**config.mk**
```make
export PLATFORM = sky130hd
export DESIGN_NAME = keypad_scan_controller
export DESIGN_NICKNAME = d
export VERILOG_FILES = /design/src/rtl/keypad_pkg.sv /design/src/rtl/keypad_row_sync.sv /design/src/rtl/keypad_scan_controller.sv
export SDC_FILE = /design/constraint.sdc
export NUM_CORES = 1
export LEC_CHECK = 0
export ABC_AREA = 1
export BUFFER_PORTS_ARGS = -buffer_cell sky130_fd_sc_hd__buf_2
export CAP_MARGIN = 20
export CORE_ASPECT_RATIO = 0.9
export CORE_MARGIN = 4
export CORE_UTILIZATION = 51
export CTS_CLUSTER_SIZE = 16
export DETAILED_ROUTE_END_ITERATION = 12
export GPL_TIMING_DRIVEN = 1
export PLACE_DENSITY_LB_ADDON = 0.2
export SLEW_MARGIN = 20
export SYNTH_ARGS = -nofsm -noshare
export SYNTH_HDL_FRONTEND = slang
export SYNTH_SLANG_ARGS = --single-unit
```
**constraint.sdc**
```tcl
create_clock -name clk -period 1.25 [get_ports clk]
set_input_delay 0.0625 -clock clk [delete_from_list [all_inputs] [get_ports clk]]
set_output_delay 0.0625 -clock clk [all_outputs]
set_load 0.05 [all_outputs]
```
**src/rtl/keypad_pkg.sv**
```systemverilog
// Shared types and key legend for the 4x4 keypad column scanner.
package keypad_pkg;

  typedef enum logic [1:0] {SETTLE, SAMPLE, HOLD} scan_state_t;

  localparam int SETTLE_CYCLES_DEF = 3000;

  // Indexed [row][col]; row r is rows_n bit r, col c is cols_n bit c.
  localparam logic [3:0] KEY_LEGEND [4][4] = '{
    '{4'h1, 4'h2, 4'h3, 4'hA},
    '{4'h4, 4'h5, 4'h6, 4'hB},
    '{4'h7, 4'h8, 4'h9, 4'hC},
    '{4'hE, 4'h0, 4'hF, 4'hD}
  };

  function automatic logic [3:0] legend(input logic [1:0] row, input logic [1:0] col);
    return KEY_LEGEND[row][col];
  endfunction

endpackage

```
**src/rtl/keypad_row_sync.sv**
```systemverilog
// Two-flop synchronizer for the pulled-up keypad row inputs (idles at all-ones).
module keypad_row_sync #(
  parameter int WIDTH = 4
) (
  input  logic             clk,
  input  logic             rst_n,
  input  logic [WIDTH-1:0] din,
  output logic [WIDTH-1:0] dout
);

  logic [WIDTH-1:0] meta;

  always_ff @(posedge clk or negedge rst_n) begin
    if (!rst_n) begin
      meta <= '1;
      dout <= '1;
    end else begin
      meta <= din;
      dout <= meta;
    end
  end

endmodule

```
**src/rtl/keypad_scan_controller.sv**
```systemverilog
// 4x4 keypad column scanner: settle, sample, hold-on-key.
// Build option KEYPAD_GHOST_REJECT_EN: multi-row presses are not treated as keys.
module keypad_scan_controller
  import keypad_pkg::*;
#(
  parameter int SETTLE_CYCLES = SETTLE_CYCLES_DEF,
  parameter int CNT_W         = 12
) (
  input  logic       clk,
  input  logic       rst_n,
  input  logic [3:0] rows_n,
  input  logic       scan_stop,
  output logic [3:0] cols_n,
  output logic       key_detected,
  output logic [3:0] key_code,
  output logic       scan_active
);

  scan_state_t      state_q, state_d;
  logic [CNT_W-1:0] cnt_q, cnt_d;
  logic [1:0]       col_q, col_d;
  logic             det_q, det_d;
  logic [3:0]       code_q, code_d;
  logic [3:0]       rows_s;
  logic [3:0]       low;
  logic             hit;
  logic [1:0]       hit_row;

  keypad_row_sync #(.WIDTH(4)) u_sync (
    .clk   (clk),
    .rst_n (rst_n),
    .din   (rows_n),
    .dout  (rows_s)
  );

  // Lowest-index low row wins when several are low.
  always_comb begin
    low     = ~rows_s;
    hit_row = 2'd0;
    for (int i = 3; i >= 0; i--)
      if (low[i]) hit_row = 2'(i);
`ifdef KEYPAD_GHOST_REJECT_EN
    hit = (low != 4'b0000) && ((low & (low - 4'd1)) == 4'b0000);
`else
    hit = (low != 4'b0000);
`endif
  end

  always_ff @(posedge clk or negedge rst_n) begin
    if (!rst_n) begin
      state_q <= SETTLE;
      cnt_q   <= '0;
      col_q   <= 2'd0;
      det_q   <= 1'b0;
      code_q  <= 4'h0;
    end else begin
      state_q <= state_d;
      cnt_q   <= cnt_d;
      col_q   <= col_d;
      det_q   <= det_d;
      code_q  <= code_d;
    end
  end

  always_comb begin
    state_d = state_q;
    cnt_d   = cnt_q;
    col_d   = col_q;
    det_d   = det_q;
    code_d  = code_q;
    case (state_q)
      SETTLE: begin
        if (cnt_q == CNT_W'(SETTLE_CYCLES - 1)) begin
          state_d = SAMPLE;
          cnt_d   = '0;
        end else begin
          cnt_d = cnt_q + 1'b1;
        end
      end
      SAMPLE: begin
        if (hit) begin
          state_d = HOLD;
          det_d   = 1'b1;
          code_d  = legend(hit_row, col_q);
        end else begin
          state_d = SETTLE;
          col_d   = col_q + 2'd1;
        end
      end
      HOLD: begin
        det_d  = hit;
        code_d = hit ? legend(hit_row, col_q) : 4'h0;
        // scan_stop keeps the column parked even after the key is released.
        if (!hit && !scan_stop) begin
          state_d = SETTLE;
          col_d   = col_q + 2'd1;
        end
      end
      default: state_d = SETTLE;
    endcase
  end

  assign cols_n       = ~(4'b0001 << col_q);
  assign key_detected = det_q;
  assign key_code     = code_q;
  assign scan_active  = (state_q != HOLD);

endmodule

```
==> summary.md, run 1 <==
| Metric | Value |
|---|---|
| Final worst path period share | `107%` |
| Measured slew at the worst slew-check pin | `0.647 ns` |
| Wire length per cell after detailed routing | `14.3 microns` |
| Sequential area share after synthesis | `47.9%` |
| Top-Level Pins | `17` |
| Async set-reset flop share out of synthesis | `100%` |
| Detailed-route via count | `1468` |
| Min Tclk post-route | `1.34 ns` |
| Largest net degree at the start of global routing | `30` |
| Number of enable flip-flop cells after synthesis | `0` |
| Antenna diode count | `0` |
| DIE AREA | `0.00395 sq mm` |
| Worst Skew | `0.0120 ns` |
| Clk_lat worst skew | `0.35 ns` |
| Routed wire length | `3960 microns` |
| Maximum fanout along the worst path | `4` |
| Nets in the synthesized netlist | `202` |
| Count of standard-cell rows | `18` |
| Antenna violations before repair | `0` |
| Vertical die dimension | `60.1 microns` |
| Setup violation total in the final timing report | `9` |
| Post-synthesis compound-gate area fraction | `4.40%` |
| Core ar. | `0.00282 sq mm` |
| Leading cell type by number of instances after synthesis | `sky130_fd_sc_hd__nand2_1` |
| Peak Freq | `747 MHz` |
| Dominant combinational cell family by area after synthesis | `simple AND/OR/NAND/NOR gates` |
| Area overhead of the layout relative to synthesis | `42.5%` |
| Kind of end point of the critical path | `output port` |
| Number of slew-limit violations in the final report | `0` |
| Share of post-route cells with drive strength above 1 | `46.0%` |
| Fraction of synthesized cell area in xor and xnor cells | `2.85%` |
| First-pass GRT wire length | `6220 microns` |
| Number of distinct standard cells referenced by the synthesized netlist | `23` |
| Port Buf Inserts | `16` |
| Endpoints failing hold | `0` |
| Cell count after synthesis | `190` |
| DR DRC count | `0` |
| Top cell type by total area after synthesis | `sky130_fd_sc_hd__dfrtp_1` |
| Setup slack of the most critical reg-to-reg path | `-0.05 ns` |
| Dpl hpwl | `2380 microns` |
| Max cap viols | `0` |
| Per-cell via count in the routed design | `5.30` |
| Root Driver | `sky130_fd_sc_hd__clkbuf_4` |
| Area fraction in and, or, nand and nor cells after synthesis | `33.1%` |
| Worst min-delay path category | `primary input to async pin` |
| Cell Pwr Density | `1590 mW/mm^2` |
| Total congestion overflow | `0` |
| Post-layout net count | `248` |
| Top post-synthesis cells by area | `sky130_fd_sc_hd__dfrtp_1, sky130_fd_sc_hd__dfstp_2, sky130_fd_sc_hd__nand2_1` |
| Adder-Cell Fraction of Synth Area | `4.07%` |
| Buffer levels on the longest clock path | `2` |
| CTS sink cnt | `29` |
| Die Span X | `65.8 microns` |
| Clock transition at the registers of the reported paths | `0.11 ns` |
| TritonCTS buffer count | `5` |
| Number of flip-flops and latches in the synthesized netlist | `29` |
| Most frequently used flop master after synthesis | `sky130_fd_sc_hd__dfrtp_1` |
| Via count of the first global-routing pass | `1442` |
| Combined global-route utilization of all metal layers | `21.4%` |
| LEAKAGE | `1.03 nW` |
| Worst ir drop on vdd | `0.941 mV` |
| Arrival time of data at the critical path endpoint | `1.28 ns` |
| Post-route worst setup slack | `-0.0896 ns` |
| Iteration-0 DRC count of the detailed router | `134` |
| Start-to-end type of the worst setup path | `flop to output port` |
| Synthesized area per cell | `8.08 sq um` |
| H-tree levels | `2` |
| Number of placed instances, taps included | `253` |
| Warning count from the yosys run | `0` |
| Area share of the leading cell type in the synthesized netlist | `34.2%` |
| Slew margin rel. | `56.9%` |
| Worst Setup Start Kind | `flop` |
| Clock tree from TritonCTS | `yes` |
| Synthesized cell area | `0.00154 sq mm` |
| Violated checks | `setup timing` |
| Mux share of post-synthesis cell area | `0%` |
| Layout filler cell count | `179` |
| Remaining number of nets flagged by the antenna check after routing | `0` |
| Status | `complete, but fails checks` |
| Post-layout instance count excluding filler cells | `277` |
| Synth cell count leaders | `sky130_fd_sc_hd__nand2_1, sky130_fd_sc_hd__dfrtp_1, sky130_fd_sc_hd__inv_1, sky130_fd_sc_hd__nand3_1, sky130_fd_sc_hd__nor2_1` |
| Setup repair after global routing missed its margin | `true` |
| First-pass detailed-route iteration total | `4` |
| Critical Path RT | `1.19 ns` |
| Gpl congestion | `0.892` |
| Post-layout utilization of the core | `77.7%` |
| Starting density of the core | `54.5%` |
state kept, by name, summed over array words and instances, names as in the netlist:
signal        cells
cnt_q            12
u_sync.dout       4
state_q           2
key_code          4
key_detected      1
col_q             2
u_sync.meta       4
power by group:
group / switching [mW] / total, mW / internal (mW)
combinational: 0.931 / 1.48 / 0.544
clock: 0.360 / 0.838 / 0.477
sequential: 0.111 / 1.17 / 1.06
total: 1.40 / 3.49 / 2.08
area by class of cell:
cell class / count / area, sq um / share of cell area, %
clock buffers: 7 / 55.1 / 2.52
clock inverters: 1 / 30.0 / 1.37
inverters: 28 / 116 / 5.32
multi-input cells: 132 / 861 / 39.4
flip-flops and latches: 29 / 742 / 33.9
well taps: 40 / 50.0 / 2.29
repair buffers: 40 / 333 / 15.2
kinds of logic after synthesis:
family	after synthesis
compound gates	12
xor+xnor	5
fa+ha+maj	5
buf+inv	29
flops	29
simple gates	110
path summary, 6_finish.rpt:
| kind | startpoint | endpoint | cells past startpoint |
|---|---|---|---|
| min | rst_n | key_code[2] | 2 |
| max in group asynchronous | rst_n | cnt_q[2] | 2 |
| max | col_q[1] | cols_n[2] | 4 |
| min in group clk | rows_n[1] | u_sync.meta[1] | 2 |
| max reg2reg | u_sync.dout[0] | key_code[0] | 8 |
| min reg2reg | u_sync.meta[1] | u_sync.dout[1] | 0 |
worst max-delay path, stage by stage, from the launching register on:
cell and delay, ns:
sky130_fd_sc_hd__dfrtp_2 0.46, sky130_fd_sc_hd__buf_6 0.14, sky130_fd_sc_hd__ha_4 0.14, sky130_fd_sc_hd__inv_2 0.06
sky130_fd_sc_hd__buf_8 0.14
stage by stage:
stage | setup slack (ns) | area, sq um | TNS [ns] | hold slack (ns) | power, mW
final | -0.0896 | 2190 | -0.489 | 0.260 | 3.49
after global routing | -0.141 | 2190 | -1.46 | 0.337 | 3.62
after floorplan | 0.0435 | 1540 | 0 | -0.233 | 1.88
after detailed placement | -0.0465 | 1720 | -0.122 | 0.125 | 2.16
after global placement | -0.00383 | 1720 | -0.00969 | 0.120 | 2.11
after CTS | -0.0787 | 2050 | -0.293 | 0.285 | 3.36
cells in the final DEF (no fill, tap or decap), drive strengths merged:
master | netlist | final
dfrtp | 21 | 21
nor2 | 23 | 23
bufinv | 0 | 1
o211ai | 1 | 1
inv | 27 | 27
buf | 1 | 34
nand2 | 63 | 63
clkbuf | 0 | 7
a21oi | 6 | 6
nor3 | 3 | 3
xnor2 | 2 | 2
ha | 5 | 5
xor2 | 3 | 3
nand4 | 3 | 3
clkinv | 1 | 1
o21ai | 5 | 5
nand3 | 18 | 18
dfstp | 8 | 8
dlygate4sd3 | 0 | 6
per-layer routing:
| layer | GRT usage [%] | wire length, microns | vias up |
|---|---|---|---|
| met5 | 0 | 0 | - |
| met4 | 14.5 | 161 | 0 |
| met3 | 5.26 | 292 | 24 |
| met2 | 34.6 | 1830 | 85 |
| met1 | 25.4 | 1670 | 678 |
| li1 | - | - | 681 |
repair_timing:
item,in CTS,in global routing
gates resized for setup,39,33
endpoints found under the setup margin,16,20
hold endpoints to repair,26,0
hold buffers,6,0
pin swaps,8,25
setup buffers,7,4
Note: power is estimated with default switching activity, not from simulation.
==> inputs of run 2 (changes only) <==
Settings changed: ABC_AREA 1 to not set, RECOVER_POWER set to 50.
==> run 2 against run 1 <==
Net effect:
- the flow still finishes with violations (setup timing)
- combinational power is 55% higher
- die area is 6.7% lower
- sequential share of layout area is 0.41 points higher
- design area is 1.4% lower
- cell count is 19% lower
- first-iteration DRC count is 48% lower
- hold slack worse by 0.23 ns
- setup slack worse by 0.042 ns
- clock skew is 0.0098 ns lower
- synthesized cell count is 29% lower
- clock-buffer cell count is 2 lower
- area after synthesis is 7.7% lower
- critical endpoint is now cnt_q[10]
- largest power group unchanged
==> summary.md, run 2 <==
| Metric | Value |
|---|---|
| Nets in the synthesized netlist | `146` |
| Worst min-delay path category | `primary input to flop` |
| Synth cell count leaders | `sky130_fd_sc_hd__dfrtp_1, sky130_fd_sc_hd__nand2_1, sky130_fd_sc_hd__dfstp_2, sky130_fd_sc_hd__nor2_1` |
| Max cap viols | `0` |
| Hold WS | `0.0278 ns` |
| Top cell type by total area after synthesis | `sky130_fd_sc_hd__dfrtp_1` |
| Antenna diode count | `0` |
| Number of flip-flops and latches in the synthesized netlist | `29` |
| Synthesized cell area | `0.00142 sq mm` |
| Highest routed layer | `met4` |
| Most frequently used flop master after synthesis | `sky130_fd_sc_hd__dfrtp_1` |
| Post-layout net count | `208` |
| Clk_lat worst skew | `0.33 ns` |
| Routed length on met1 | `1390 microns` |
| First-pass detailed-route iteration total | `4` |
| Largest register by flop count | `cnt_q` |
| Clock transition at the registers of the reported paths | `0.09 ns` |
| Status | `complete, but fails checks` |
| Synthesized area per cell | `10.6 sq um` |
| Arrival time of data at the critical path endpoint | `1.62 ns` |
| Commonest non-fill, non-tap cells in the layout | `sky130_fd_sc_hd__buf_4, sky130_fd_sc_hd__dfrtp_1, sky130_fd_sc_hd__nand2_1` |
| Leading cell type by number of instances after synthesis | `sky130_fd_sc_hd__dfrtp_1` |
| Area overhead of the layout relative to synthesis | `52.2%` |
| Per-cell via count in the routed design | `5.63` |
| Area share of the leading cell type in the synthesized netlist | `37.1%` |
| Dpl hpwl | `2160 microns` |
| Post-route worst setup slack | `-0.132 ns` |
| Remaining number of nets flagged by the antenna check after routing | `0` |
| Buffer levels on the longest clock path | `2` |
| Post-layout utilization of the core | `84.5%` |
| Top post-synthesis cells by area | `sky130_fd_sc_hd__dfrtp_1, sky130_fd_sc_hd__dfstp_2, sky130_fd_sc_hd__ha_1` |
| Warning count from the yosys run | `0` |
| Sum of met2 wire segment lengths after detailed routing | `1800 microns` |
| Via count of the first global-routing pass | `1234` |
| Area of all sequential standard cells | `741 sq um` |
| Share of post-route cells with drive strength above 1 | `55.8%` |
| DR DRC count | `0` |
| Count of standard-cell rows | `17` |
| Detailed-route via count | `1266` |
| Cell Pwr Density | `1950 mW/mm^2` |
| Largest net degree at the start of global routing | `30` |
| Sequential area share after synthesis | `51.9%` |
| Endpoints failing hold | `0` |
| Worst slack at placement | `-0.0995 ns` |
| Core ar. | `0.00255 sq mm` |
| Metal3 WL | `199 microns` |
| Die Span X | `63.6 microns` |
| Wire length per cell after detailed routing | `15.7 microns` |
| Setup repair after global routing missed its margin | `true` |
| Number of placed instances, taps included | `199` |
| Starting density of the core | `55.5%` |
| Maximum fanout along the worst path | `3` |
| Flip-flop count of the largest register after layout | `12` |
| Clock tree from TritonCTS | `yes` |
| TritonCTS buffer count | `5` |
| Cell count after synthesis | `134` |
| Gpl congestion | `0.839` |
| Number of slew-limit violations in the final report | `0` |
| Total congestion overflow | `0` |
| Critical Path RT | `1.49 ns` |
| Combined global-route utilization of all metal layers | `19.5%` |
| Start-to-end type of the worst setup path | `flop to flop` |
| Worst ir drop on vdd | `1.69 mV` |
| Leading cell type in the layout, fill and taps excluded | `sky130_fd_sc_hd__buf_4` |
| Vertical die dimension | `58.0 microns` |
| Layout filler cell count | `121` |
| Worst Skew | `0.00222 ns` |
| Min Tclk post-route | `1.38 ns` |
| Slew margin rel. | `54.6%` |
| DIE AREA | `0.00369 sq mm` |
| Top-Level Pins | `17` |
| Violated checks | `setup timing` |
| Kind of end point of the critical path | `flop` |
| Number of enable flip-flop cells after synthesis | `0` |
| Routed wire length | `3540 microns` |
| H-tree levels | `2` |
| Measured slew at the worst slew-check pin | `0.681 ns` |
| Area occupied by multi-input gates | `798 sq um` |
| Port Buf Inserts | `16` |
| Antenna violations before repair | `0` |
| First-pass GRT wire length | `5450 microns` |
| Peak Freq | `724 MHz` |
| LEAKAGE | `0.966 nW` |
| Number of distinct standard cells referenced by the synthesized netlist | `41` |
| Cell area after placement | `0.00169 sq mm` |
| Post-layout instance count excluding filler cells | `225` |
| Setup violation total in the final timing report | `21` |
| Final worst path period share | `111%` |
| Summed area of non-filler cells in the final layout | `0.00216 sq mm` |
| Iteration-0 DRC count of the detailed router | `70` |
| Worst Setup Start Kind | `flop` |
| CTS sink cnt | `29` |
| Root Driver | `sky130_fd_sc_hd__clkbuf_4` |
| Async set-reset flop share out of synthesis | `100%` |
## run 2: area by class of cell
cell class,count,share of cell area (%)
Tap cell,28,1.62
Clock buffer,5,1.74
Multi-Input combinational cell,95,37.0
Sequential cell,29,34.3
Inverter,7,1.33
Clock inverter,3,0.812
Timing Repair Buffer,58,23.1
## run 2: worst max-delay path, cell delays in order, from the launching register on
cell and delay, ns:
sky130_fd_sc_hd__dfrtp_1 0.38, sky130_fd_sc_hd__ha_2 0.19, sky130_fd_sc_hd__and3_4 0.18, sky130_fd_sc_hd__and2_1 0.16, sky130_fd_sc_hd__nand4_1 0.16, sky130_fd_sc_hd__xnor2_1 0.23
## run 2: repair_timing
item / CTS / global route
hold endpoints to repair: 25 / 0
endpoints found under the setup margin: 20 / 24
resized for setup: 44 / 30
buffers inserted: 9 / 4
pin swaps: 12 / 15
hold buffers: 5 / 0
## run 2: worst paths after layout
path                                 from              to  slack, ns  depth (start not counted)
setup / recovery                 cnt_q[1]       cnt_q[10]      -0.13                          5
hold / removal                  scan_stop      state_q[1]       0.03                          3
setup reg to reg                 cnt_q[1]       cnt_q[10]      -0.13                          5
hold reg to reg            u_sync.meta[2]  u_sync.dout[2]       0.36                          0
max in group asynchronous           rst_n        col_q[0]       0.48                          2
min in group asynchronous           rst_n        cnt_q[7]       0.29                          2
## run 2: logic make-up (layout without fill, tap and decap cells)
kind of cell | Yosys count | after routing | share of synthesized area (%)
xor+xnor | 9 | 9 | 5.56
flops | 29 | 29 | 51.9
compound gates | 24 | 24 | 11.4
simple gates | 54 | 54 | 20.6
mux | 3 | 3 | 2.21
fa+ha+maj | 5 | 5 | 4.41
buf+inv | 10 | 73 | 3.97
## run 2: where the power goes
group	switching [mW]	internal, mW
Combinational	1.26	1.05
Clock	0.332	0.211
Sequential	0.199	1.16
## run 2: per-stage QoR
step           power, mW  TNS [ns]
6_report            4.21     -1.25
5_1_grt             4.45     -2.96
2_1_floorplan       2.37    -0.352
3_3_place_gp        2.80    -0.364
4_1_cts             3.91    -0.914
3_5_place_dp        2.89    -0.709
## run 2: per-layer routing
| layer | vias up | track usage [%] |
|---|---|---|
| li1 | 591 | - |
| met1 | 611 | 22.0 |
| met2 | 46 | 32.0 |
| met3 | 18 | 6.40 |
| met4 | 0 | 12.3 |
| met5 | - | 0 |
==> inputs of run 3 (changes only) <==
--- a/config.mk
+++ b/config.mk
@@ -10,5 +10,5 @@
 export CORE_ASPECT_RATIO = 0.9
 export CORE_MARGIN = 4
-export CORE_UTILIZATION = 51
+export CORE_UTILIZATION = 39
 export CTS_CLUSTER_SIZE = 16
 export DETAILED_ROUTE_END_ITERATION = 12
==> constraint.sdc (replaced) <==
create_clock -name clk -period 1.7 [get_ports clk]
set_input_delay 0.085 -clock clk [delete_from_list [all_inputs] [get_ports clk]]
set_output_delay 0.085 -clock clk [all_outputs]
set_load 0.1 [all_outputs]
==> run 3 against run 2 <==
Net effect:
- the run now ends clean
- global-route usage shrank 6.8 points
- sequential cell count unchanged
- combinational power is 43% lower
- core utilization shrank 36 points
- sequential power shrank 26%
- design area fell by 22%
- setup slack improved by 0.22 ns
- wire length down 28%
- register-to-register slack gained 0.33 ns
- clock skew increased by 0.0028 ns
- power down 31%
- first-iteration DRC count rose by 11%
- critical path type is now flop to output port
- critical endpoint is now cols_n[1]
- highest routed layer unchanged
==> summary.md, run 3 (same netlist as run 2, synthesis figures left out) <==
| Metric | Value |
|---|---|
| Status | `finished clean` |
| Post-layout net count | `172` |
| Antenna violations before repair | `0` |
| Iteration-0 DRC count of the detailed router | `78` |
| Gate power share | `45.4%` |
| Arrival time of data at the critical path endpoint | `1.53 ns` |
| Starting density of the core | `41.4%` |
| Maximum fanout along the worst path | `8` |
| H-tree levels | `2` |
| Commonest non-fill, non-tap cells in the layout | `sky130_fd_sc_hd__dfrtp_1, sky130_fd_sc_hd__nand2_1, sky130_fd_sc_hd__buf_2` |
| Area overhead of the layout relative to synthesis | `18.2%` |
| Post-layout instance count excluding filler cells | `205` |
| Slowest cell on the critical path | `sky130_fd_sc_hd__dfrtp_1` |
| Port Buf Inserts | `16` |
| Critical Path RT | `1.62 ns` |
| Remaining number of nets flagged by the antenna check after routing | `0` |
| Fraction of met3 tracks used by global routing | `4.74%` |
| Number of slew-limit violations in the final report | `0` |
| Endpoints failing hold | `0` |
| DR DRC count | `0` |
| Number of placed instances, taps included | `192` |
| Setup violation total in the final timing report | `0` |
| Slowest cell delay on critical path | `0.49 ns` |
| Via count of the first global-routing pass | `979` |
| Antenna diode count | `0` |
| Die Span X | `71.6 microns` |
| Worst min-delay path category | `primary input to flop` |
| Clock tree from TritonCTS | `yes` |
| Top-Level Pins | `17` |
| Clk_lat worst skew | `0.28 ns` |
| Detailed-route via count | `1028` |
| Largest register by flop count | `cnt_q` |
| Slew margin rel. | `53.8%` |
| Largest net degree at the start of global routing | `30` |
| TritonCTS buffer count | `5` |
| Vertical die dimension | `65.2 microns` |
| Global Route met1 Usage | `17.1%` |
| Total buffers and inverters traversed by the critical path | `3` |
| Max cap viols | `0` |
| Flip-flop count of the largest register after layout | `12` |
| Cell Pwr Density | `1730 mW/mm^2` |
| Root Driver | `sky130_fd_sc_hd__clkbuf_8` |
| Gpl congestion | `0.859` |
| Clock transition at the registers of the reported paths | `0.06 ns` |
| Routed wire length | `2530 microns` |
| Sw Share | `48.8%` |
| Layout filler cell count | `334` |
| Met2 track utilization from global routing | `17.3%` |
| Core ar. | `0.00343 sq mm` |
| Worst Skew | `0.00503 ns` |
| Total Negative Setup Slacks | `0 ns` |
| First-pass detailed-route iteration total | `4` |
| Per-cell via count in the routed design | `5.01` |
| Worst Setup Start Kind | `flop` |
| Wire length per cell after detailed routing | `12.4 microns` |
| Leading cell type in the layout, fill and taps excluded | `sky130_fd_sc_hd__dfrtp_1` |
| Kind of end point of the critical path | `output port` |
| DIE AREA | `0.00466 sq mm` |
| First-pass GRT wire length | `4510 microns` |
| CTS sink cnt | `29` |
| Cells along the critical path | `inv_2 -> ha_1 -> inv_1 -> buf_2` |
| Measured slew at the worst slew-check pin | `0.694 ns` |
| Peak Freq | `621 MHz` |
| Setup repair after global routing missed its margin | `false` |
| Combined global-route utilization of all metal layers | `12.7%` |
| Start-to-end type of the worst setup path | `flop to output port` |
| Cell-internal power | `1.48 mW` |
| # Post-CTS Setup Buffers | `0` |
| Buffer levels on the longest clock path | `2` |
| CP top delay family | `buffers and inverters` |
| Total congestion overflow | `0` |
| Final worst path period share | `94.8%` |
| Share of post-route cells with drive strength above 1 | `23.0%` |
| LEAKAGE | `0.723 nW` |
| Clock network fraction of total power | `19.7%` |
| Switch Pwr | `1.42 mW` |
| GRT busiest layer | `met2` |
| Dpl hpwl | `1800 microns` |
| Min Tclk post-route | `1.61 ns` |
| Sequential share of power | `35.0%` |
| Worst ir drop on vdd | `0.499 mV` |
| Count of standard-cell rows | `20` |
==> run 3: cell count changes in the layout (fill, tap and decap cells not counted), moves of 5 or more <==
cell                       delta
sky130_fd_sc_hd__buf_4       -23
sky130_fd_sc_hd__buf_6       -11
sky130_fd_sc_hd__buf_8        -5
sky130_fd_sc_hd__clkbuf_4     -5
sky130_fd_sc_hd__clkbuf_8     +6
sky130_fd_sc_hd__ha_1         +5
sky130_fd_sc_hd__inv_1        +5
==> run 3: final timing paths <==
kind	startpoint	to	slack, ns	depth (start not counted)
min in group asynchronous	rst_n	state_q[1]	0.38	2
worst max register to register	u_sync.dout[1]	key_code[1]	0.20	4
worst max-delay path	col_q[1]	cols_n[1]	0.09	4
max in group asynchronous	rst_n	col_q[1]	0.87	2
worst min-delay path	scan_stop	state_q[1]	0.13	3
worst min register to register	u_sync.meta[3]	u_sync.dout[3]	0.35	0
==> run 3: power groups by stage <==
stage | registers [mW] | clock network (mW) | logic [mW]
3_3_place_gp | 1.02 | 0 | 1.27
4_1_cts | 1.02 | 0.593 | 1.33
6_report | 1.01 | 0.571 | 1.32
5_1_grt | 1.05 | 0.627 | 1.40
3_5_place_dp | 1.03 | 0 | 1.30
2_1_floorplan | 1.33 | 0 | 0.774
==> run 3: layer usage <==
layer | vias up | routed length, microns | part of all wire [%]
met2 | 16 | 1050 | 41
met5 | - | 0 | 0
met4 | 0 | 46 | 1.8
met1 | 492 | 1290 | 51
met3 | 5 | 146 | 5.8
li1 | 515 | - | -
==> run 3: through the flow <==
step	power (mW)	util [%]	setup slack [ns]	cell area, sq um	hold slack [ns]
after floorplan	2.10	-	0.267	1420	-0.211
after detailed placement	2.32	44.6	0.171	1530	0.143
final	2.90	48.9	0.0892	1680	0.133
after global placement	2.29	44.6	0.240	1530	0.136
after global routing	3.08	48.9	0.00476	1680	0.156
after CTS	2.93	48.9	0.0680	1680	0.129
==> run 3: area by class of cell <==
cell class / count / area (sq um) / area share (%)
clock buffers: 8 / 90.1 / 5.38
flip-flops and latches: 29 / 736 / 43.9
inverters: 7 / 26.3 / 1.57
repair buffers: 22 / 143 / 8.51
well taps: 44 / 55.1 / 3.29
multi-input cells: 95 / 626 / 37.3
==> run 3: timing repair <==
action,in CTS,in global routing
endpoints found under the setup margin,2,3
hold buffers,5,0
cloned,0,0
gates resized for setup,2,1
endpoints found under the hold margin,25,0
==> run 3: worst register-to-register path, cell delays in order, from the launching register on <==
cell	delay, ns
sky130_fd_sc_hd__dfstp_2	0.61
sky130_fd_sc_hd__and4_4	0.26
sky130_fd_sc_hd__a21o_1	0.25
sky130_fd_sc_hd__a311oi_2	0.07
sky130_fd_sc_hd__a31o_1	0.20
